### src/rtl/data_mem_pkg.sv
// Shared types and helpers for the wait-state data memory.
package data_mem_pkg;

    localparam int unsigned BYTE_LANES = 4;
    localparam int unsigned WORD_W     = 32;

    typedef enum logic {
        IDLE = 1'b0,
        BUSY = 1'b1
    } state_t;

    typedef enum logic {
        SZ_WORD = 1'b0,
        SZ_BYTE = 1'b1
    } size_t;

    // Request latched at acceptance and consumed at completion.
    typedef struct packed {
        logic              is_write;
        size_t             size;
        logic [1:0]        lane;
        logic [WORD_W-1:0] wdata;
        logic              ok;
    } req_t;

    // True iff base <= addr < base + 4*depth; the offset is checked in words so it cannot overflow.
    function automatic logic range_ok(input logic [31:0] addr,
                                      input logic [31:0] base,
                                      input logic [31:0] depth);
        logic [31:0] off;
        off = addr - base;
        return (addr >= base) && ((off >> 2) < depth);
    endfunction

endpackage

### src/rtl/data_mem_array.sv
// Single-port word array with per-byte write enables.
//   clk   : write clock
//   be    : byte write enables, one per lane (synchronous write)
//   idx   : word index for both read and write
//   wdata : write data, lane i taken from wdata[8i+7:8i]
//   rdata : combinational read of mem[idx]
module data_mem_array
    import data_mem_pkg::*;
#(
    parameter int unsigned DEPTH = 64,
    parameter int unsigned IDX_W = 6
)(
    input  logic                  clk,
    input  logic [BYTE_LANES-1:0] be,
    input  logic [IDX_W-1:0]      idx,
    input  logic [WORD_W-1:0]     wdata,
    output logic [WORD_W-1:0]     rdata
);

    logic [WORD_W-1:0] mem [DEPTH];

    // Byte-lane writes; contents survive reset.
    always_ff @(posedge clk) begin
        for (int i = 0; i < int'(BYTE_LANES); i++) begin
            if (be[i]) begin
                mem[idx][8*i +: 8] <= wdata[8*i +: 8];
            end
        end
    end

    assign rdata = mem[idx];

endmodule

### src/rtl/data_memory_ws.sv
// Data memory stage with programmable wait states and a ready/valid handshake.
//   clk      : rising-edge clock
//   rst      : synchronous active-low reset
//   mem_r_en : read request            mem_w_en : write request
//   size     : 0 word, 1 byte          addr     : byte address
//   wr_data  : store data (byte store uses [7:0])
//   ready    : idle, request may be accepted (upstream freeze = ~ready)
//   rd_data  : read result, byte reads zero-extended, held between reads
//   rd_valid : one-cycle pulse on read completion
//   addr_err : one-cycle pulse when an accepted request was invalid
module data_memory_ws
    import data_mem_pkg::*;
#(
    parameter int unsigned DATA_W      = 32,
    parameter int unsigned DEPTH       = 64,
    parameter int unsigned BASE_ADDR   = 1024,
    parameter int unsigned WAIT_CYCLES = 3
)(
    input  logic              clk,
    input  logic              rst,
    input  logic              mem_r_en,
    input  logic              mem_w_en,
    input  logic              size,
    input  logic [DATA_W-1:0] addr,
    input  logic [DATA_W-1:0] wr_data,
    output logic              ready,
    output logic [DATA_W-1:0] rd_data,
    output logic              rd_valid,
    output logic              addr_err
);

    localparam int unsigned IDX_W = (DEPTH > 1) ? $clog2(DEPTH) : 1;
    localparam int unsigned CNT_W = (WAIT_CYCLES > 0) ? $clog2(WAIT_CYCLES + 1) : 1;

    state_t                state, state_n;
    logic [CNT_W-1:0]      cnt, cnt_n;
    req_t                  req, req_n;
    logic [IDX_W-1:0]      idx, idx_n;
    logic                  ready_n, rd_valid_n, addr_err_n;
    logic [DATA_W-1:0]     rd_data_n;

    logic [BYTE_LANES-1:0] be_c;
    logic [WORD_W-1:0]     wdata_c;
    logic [WORD_W-1:0]     rdata_c;
    logic                  req_ok_c;

    // Validity of the request currently on the inputs.
    assign req_ok_c = range_ok(addr, 32'(BASE_ADDR), 32'(DEPTH))
                      && ((size_t'(size) == SZ_BYTE) || (addr[1:0] == 2'b00))
                      && !(mem_r_en && mem_w_en);

    // A reset on the completion edge must suppress the write.
    data_mem_array #(
        .DEPTH (DEPTH),
        .IDX_W (IDX_W)
    ) u_array (
        .clk   (clk),
        .be    (be_c & {BYTE_LANES{rst}}),
        .idx   (idx),
        .wdata (wdata_c),
        .rdata (rdata_c)
    );

    // State and registered outputs.
    always_ff @(posedge clk) begin
        if (!rst) begin
            state    <= IDLE;
            cnt      <= '0;
            req      <= '0;
            idx      <= '0;
            ready    <= 1'b1;
            rd_data  <= '0;
            rd_valid <= 1'b0;
            addr_err <= 1'b0;
        end else begin
            state    <= state_n;
            cnt      <= cnt_n;
            req      <= req_n;
            idx      <= idx_n;
            ready    <= ready_n;
            rd_data  <= rd_data_n;
            rd_valid <= rd_valid_n;
            addr_err <= addr_err_n;
        end
    end

    // Next-state, completion actions and array write strobes.
    always_comb begin
        state_n    = state;
        cnt_n      = cnt;
        req_n      = req;
        idx_n      = idx;
        ready_n    = ready;
        rd_data_n  = rd_data;
        rd_valid_n = 1'b0;
        addr_err_n = 1'b0;
        be_c       = '0;
        wdata_c    = (req.size == SZ_BYTE) ? {BYTE_LANES{req.wdata[7:0]}} : req.wdata;

        case (state)
            IDLE: begin
                if (ready && (mem_r_en || mem_w_en)) begin
                    req_n.is_write = mem_w_en;
                    req_n.size     = size_t'(size);
                    req_n.lane     = addr[1:0];
                    req_n.wdata    = wr_data;
                    req_n.ok       = req_ok_c;
                    idx_n          = IDX_W'((addr - DATA_W'(BASE_ADDR)) >> 2);
                    cnt_n          = CNT_W'(WAIT_CYCLES);
                    state_n        = BUSY;
                    ready_n        = 1'b0;
                end
            end
            BUSY: begin
                if (cnt != '0) begin
                    cnt_n = cnt - CNT_W'(1);
                end else begin
                    state_n = IDLE;
                    ready_n = 1'b1;
                    if (!req.ok) begin
                        addr_err_n = 1'b1;
                    end else if (req.is_write) begin
                        be_c = (req.size == SZ_BYTE) ? (BYTE_LANES'(1) << req.lane) : '1;
                    end else begin
                        rd_valid_n = 1'b1;
                        rd_data_n  = (req.size == SZ_BYTE)
                                     ? DATA_W'(rdata_c[{req.lane, 3'b000} +: 8])
                                     : rdata_c;
                    end
                end
            end
            default: state_n = IDLE;
        endcase
    end

endmodule

### config.mk
export PLATFORM = sky130hd
export DESIGN_NAME = data_memory_ws
export DESIGN_NICKNAME = d
export VERILOG_FILES = /design/src/rtl/data_mem_pkg.sv /design/src/rtl/data_mem_array.sv /design/src/rtl/data_memory_ws.sv
export SDC_FILE = /design/constraint.sdc
export NUM_CORES = 2
export LEC_CHECK = 0
export ABC_AREA = 1
export CAP_MARGIN = 10
export CORE_MARGIN = 2
export CORE_UTILIZATION = 30
export CTS_BUF_LIST = sky130_fd_sc_hd__clkbuf_4
export DETAILED_ROUTE_END_ITERATION = 8
export MAX_ROUTING_LAYER = met4
export PLACE_DENSITY_LB_ADDON = 0.25
export SLEW_MARGIN = 20
export SYNTH_ARGS = -nofsm -noshare
export SYNTH_HDL_FRONTEND = slang
export SYNTH_SLANG_ARGS = --single-unit
### constraint.sdc
create_clock -name clk -period 4.21 [get_ports clk]
set_input_delay 0.842 -clock clk [delete_from_list [all_inputs] [get_ports clk]]
set_output_delay 0.842 -clock clk [all_outputs]
set_load 0.1 [all_outputs]
==> Word level (Yosys, flattened, before mapping) <==
Memories as Yosys holds them, arrays and structs flattened. A register that Yosys moved wholly into a read port is not among the register bits.
Cells that the tools add are included.
W data, S select, Z words.
{ "classes": {"addsub": 2, "n_mul": 0, "div": 0, "order_cmp": 2, "n_eq_ne": 3, "shifts": 2, "n_mux": 28, "bitwise_logic": 6, "reduce_logical": 16} }
{ "op_table": {"columns": ["operator", "n"], "rows": [
  ["$mux W32", 2],
  ["$ge A32 B11 Y1 const B", 1],
  ["$shiftx A32 B6 Y8", 1],
  ["$sub A32 B11 Y32 const B", 1],
  ["$lt A30 B7 Y1 const B", 1],
  ["$mux W4", 5],
  ["$mux W1", 14],
  ["$mux W6", 2],
  ["$reduce_and A2 Y1", 3],
  ["$logic_and A1 B1 Y1", 5],
  ["$not A1 Y1", 5],
  ["$and A4 B4 Y4", 1],
  ["$mux W2", 2],
  ["$ne A2 B2 Y1 const B", 2],
  ["$pmux W1 S2", 2],
  ["$pmux W2 S2", 1],
  ["$reduce_and A4 Y1", 1],
  ["$reduce_or A4 Y1", 1],
  ["$shl A1 B2 Y4 const A", 1],
  ["$reduce_or A3 Y1", 1],
  ["$logic_not A2 Y1", 1],
  ["$logic_or A1 B1 Y1", 2],
  ["$ne A2 B1 Y1 const B", 1],
  ["$reduce_bool A2 Y1", 1],
  ["other kinds (2)", 2]
]} }
{ "totals": {"reg_bits": 81, "latchBits": 0, "mem_bits_rw": 2048, "mem_bits_ro": 0, "elab_cells": 72, "memories": 1} }
{ "mem_list": {"columns": ["name", "depth", "word_bits", "read_ports", "rd_ports_with_merged_regs", "write_ports", "line", "rtl"], "rows": [
  ["u_array.mem", 64, 32, 1, 1, 1, "data_mem_array.sv:20", "logic [WORD_W-1:0] mem [DEPTH];"]
]} }

==> Longest topological paths before layout <==
{ "depth": {"ltp_word": 9, "mapped_depth": 16} }

==> Cells and area by module <==
A second synthesis with hierarchy kept.
{ "hier_totals": {"hier_cells": 9261, "hier_area_um2": 90951.0} }
{ "modules_own_cells": {"columns": ["module", "instances", "cells_per_inst", "area_each_um2"], "rows": [
  ["data_mem_array", 1, 8691, 87064.8],
  ["data_memory_ws", 1, 570, 3886.2]
]} }

==> Worst setup path before layout <==
OpenSTA, ideal clock, no wires.
{ "synth_path": {"path_kind": "input port to flip-flop", "from": "input port rst", "to": "memory u_array.mem[10][0], enable pin", "setup_time_ns": 0.370, "t_arrival_ns": 2.344, "required_ns": 3.840, "path_slack_ns": 1.496, "path_stages": 6, "cell_sequence": "buf_2 > nand2_1 > nor3_1 > nand2_2 > buf_6 > nor2_1"} }
{ "synth_via": {"elab_chain_cells": 3} }
{ "synth_rtl": {"columns": ["element", "line", "rtl"], "rows": [
  ["from (decl)", "data_memory_ws.sv:20", "input logic rst,"],
  ["$and A4 B4 Y4", "data_memory_ws.sv:58", ".be (be_c & {BYTE_LANES{rst}}),"],
  ["$mux W1", "data_mem_array.sv:25", "if (be[i]) begin"],
  ["$mux W1 (implied by the code)", "data_mem_array.sv:26", "mem[idx][8*i +: 8] <= wdata[8*i +: 8];"],
  ["to (decl)", "data_mem_array.sv:20", null]
]} }
No other way between the ends.

==> Worst setup path in the final report <==
{ "layout_path": {"from": "register rd_data[5]", "to": "output port rd_data[5]"} }
{ "layout_lines": {"columns": ["element", "line", "rtl"], "rows": [
  ["from (decl)", "data_memory_ws.sv:27", "output logic [DATA_W-1:0] rd_data,"],
  ["from (signal assigned)", "data_memory_ws.sv:81", "rd_data <= rd_data_n;"]
]} }
No word-level cell between the ends.

==> results by group <==
Detailed routing
  • Via count: 60.7k
  • Starting DRT DRC Count: 6513
  • Antenna-violating nets left: 0
  • DRC violations left: 0
  • First-pass DRT Iterations: 7
  • Wirelength, routed: 285 mm
  • Drt wl/cell: 23.3 um
  • Vias/cell: 4.96

Pwr
  • Internal power: 36.3 mW
  • Pwr dens: 511 mW/mm^2
  • Pleak: 35.4 nW
  • Sw frac: 28.8%
  • Max IR drop VDD: 273 uV
  • Clock power frac: 36.9%
  • P_sw: 14.7 mW
  • Sequential Power Share: 47.6%
  • Logic pwr share: 15.5%

Logic synthesis
  • Ys flop type: edfxtp_1
  • Syn Nets: 7622
  • Synth Register Bits: 2135
  • EDFF count, synth: 2048
  • Seq/Total Area, Yosys: 72.5%
  • YS warnings: 0
  • FFs w/ async S/R, synth: 0%
  • Syn Inst Count: 7552
  • Yosys cell types: 33
  • Mapped Area: 0.0872 sq mm
  • Syn_area_per_cell: 11.5 sq um

Critical path
  • Crit-path cells: clkdlybuf4s50_1
  • CP delay by family, top: buffers and inverters
  • CP max FO: 2
  • WS Path Type: flop to output pin
  • Critical path endpoint category: output pin
  • Slowest cell on crit path: clkdlybuf4s50_1
  • Crit-path max cell delay: 1210 ps
  • Crit path buffers/inverters: 1
  • Critical Path AT: 3050 ps
  • Startpoint types: flop
  • Req. time, crit path: 3370 ps

Clock network
  • CTS H-tree lvls: 6
  • Clock transition at path regs: 60 ps
  • # clock sinks: 2135
  • CTS tree: yes
  • CTS buffer count: 582
  • Root Driver: clkbuf_4
  • Clk_lat worst skew: 1400 ps
  • Clk buf depth: 4

Timing
  • Final Hold Slack: 185 ps
  • Min Clock Period, post-route: 3890 ps
  • Final TNS setup: 0 ps
  • RSZ-0062 raised after global routing: false
  • Final hold vios: 0
  • Setup slack after layout: 319 ps
  • Max Transition Viols Final: 0
  • Max Freq: 0.257 GHz
  • Max transition margin: 20.4%
  • Skew final: 117 ps
  • Final period util: 92.4%
  • Final setup vio count: 0
  • Slew at the pin with the worst max-slew slack: 1190 ps

Floorplan
  • Io pins: 104
  • Core Footprint: 0.289 sq mm
  • Die Area: 0.295 sq mm
  • Initial Utilization: 30.2%
  • Num rows: 197
  • Die Wd: 543 um
  • Die height: 543 um

Placed design
  • Pre-CTS setup slack: 672 ps
  • Placed cell area: 0.0924 sq mm
  • Port bufs: 103
  • DP HPWL: 173 mm
  • Routability cong.: 0.886

GRT
  • Initial antenna violation count: 19
  • Vias in the first global route: 58.7k
  • Largest net degree at the start of global routing: 183
  • Grt ovf: 0
  • First-pass GRT wire length: 408 mm
  • GRT Total Usage: 19.4%

Layout
  • Design area: 0.0999 sq mm
  • Layout area overhead: 14.6%
  • Share of layout cells above drive strength 1: 14.2%
  • Fill count: 28.8k
  • Final core occ: 34.6%
  • Nets: 8034

Hold path
  • Hold Crit Class: input port to flop

Outcome
  • Run status: completed

Flow run
  • # Max-Cap Violations: 0
synth_stat cells, drive strengths merged, types with 3 or more instances:
cell type / instances / area share, %
edfxtp: 2048 / 71
nand3: 1951 / 11
nand2: 2432 / 10
nor2: 348 / 1.5
nor3: 20 / 0.13
dfxtp: 87 / 2.0
clkbuf: 97 / 0.42
o21ai: 58 / 0.35
inv: 38 / 0.17
or2: 3 / 0.022
nand4: 5 / 0.036
xor2: 3 / 0.030
buf: 398 / 2.7
a21oi: 53 / 0.30
power by group through the flow:
stage                     sequential (mW)  combinational (mW)  clock [mW]
after floorplan                      24.9                4.57           0
after global placement               24.7                7.84           0
after detailed placement             24.8                7.90           0
after CTS                            24.3                7.93        19.3
after global routing                 24.3                8.57        20.3
final                                24.3                7.93        18.8
state kept, by name (all words and copies together), names as in the netlist, named ones only:
name         flops
state            1
u_array.mem   2048
idx              6
addr_err         1
cnt              2
rd_valid         1
rd_data         32
ready            1
req             37
cell families after synthesis:
group	after synthesis	synth area share, %
xor gates and xnor gates	3	0.0301
AOI/OAI and AO/OA	116	0.693
and+or+nand+nor	4762	23.4
DFF	2135	72.5
adders and majority gates	1	0.0144
buffers and inverters	535	3.33
through the flow:
stage | total power, mW | instances
6_report | 51.1 | 12300
4_1_cts | 51.5 | 12200
5_1_grt | 53.2 | 12200
3_5_place_dp | 32.7 | 11200
2_1_floorplan | 29.4 | 7552
3_3_place_gp | 32.6 | 11200
timing repair:
item / CTS / global route
pin swaps: 0 / 0
setup buffers: 0 / 0
gates cloned: 0 / 0
resized for setup: 6 / 1
setup endpoints to repair: 6 / 1
endpoints found under the hold margin: 45 / 0
hold buffers: 13 / 0
worst paths after layout:
kind / end / depth (start not counted) / from / slack (ps)
worst min-delay path: req[25] / 3 / wr_data[24] / 180
worst min register to register: addr_err / 1 / req[0] / 450
worst max register to register: u_array.mem[24][13] / 5 / idx[3] / 580
worst max-delay path: rd_data[5] / 1 / rd_data[5] / 320
placed cells by master (no fill, tap or decap), types with 10 or more instances in the layout:
| master | count |
|---|---|
| nor3_1 | 18 |
| nand3_1 | 1950 |
| clkdlybuf4s50_1 | 95 |
| bufinv_16 | 13 |
| diode_2 | 19 |
| dlygate4sd3_1 | 13 |
| o21ai_0 | 54 |
| clkinv_1 | 58 |
| inv_2 | 13 |
| edfxtp_1 | 2048 |
| inv_1 | 30 |
| nor2_1 | 346 |
| buf_4 | 175 |
| nand2_2 | 23 |
| dfxtp_2 | 10 |
| nand2_1 | 2407 |
| a21oi_1 | 53 |
| clkbuf_4 | 885 |
| dfxtp_1 | 73 |
| buf_12 | 32 |
area by class of cell:
class	count	area, sq um	area share [%]
multi-input cells	4882	21100	21.1
flip-flops and latches	2135	63300	63.3
repair buffers	323	3110	3.11
clock buffers	885	6640	6.65
well taps	3880	4850	4.86
diodes	19	47.5	0.0476
inverters	40	194	0.194
clock inverters	88	694	0.695
metal layers:
layer / wire length (um) / track usage, %
met1: 119000 / 24.6
met2: 134000 / 29.9
met3: 22100 / 4.09
met4: 10400 / 8.47
met5: 0 / -
Power figures use the tool's default switching activity.
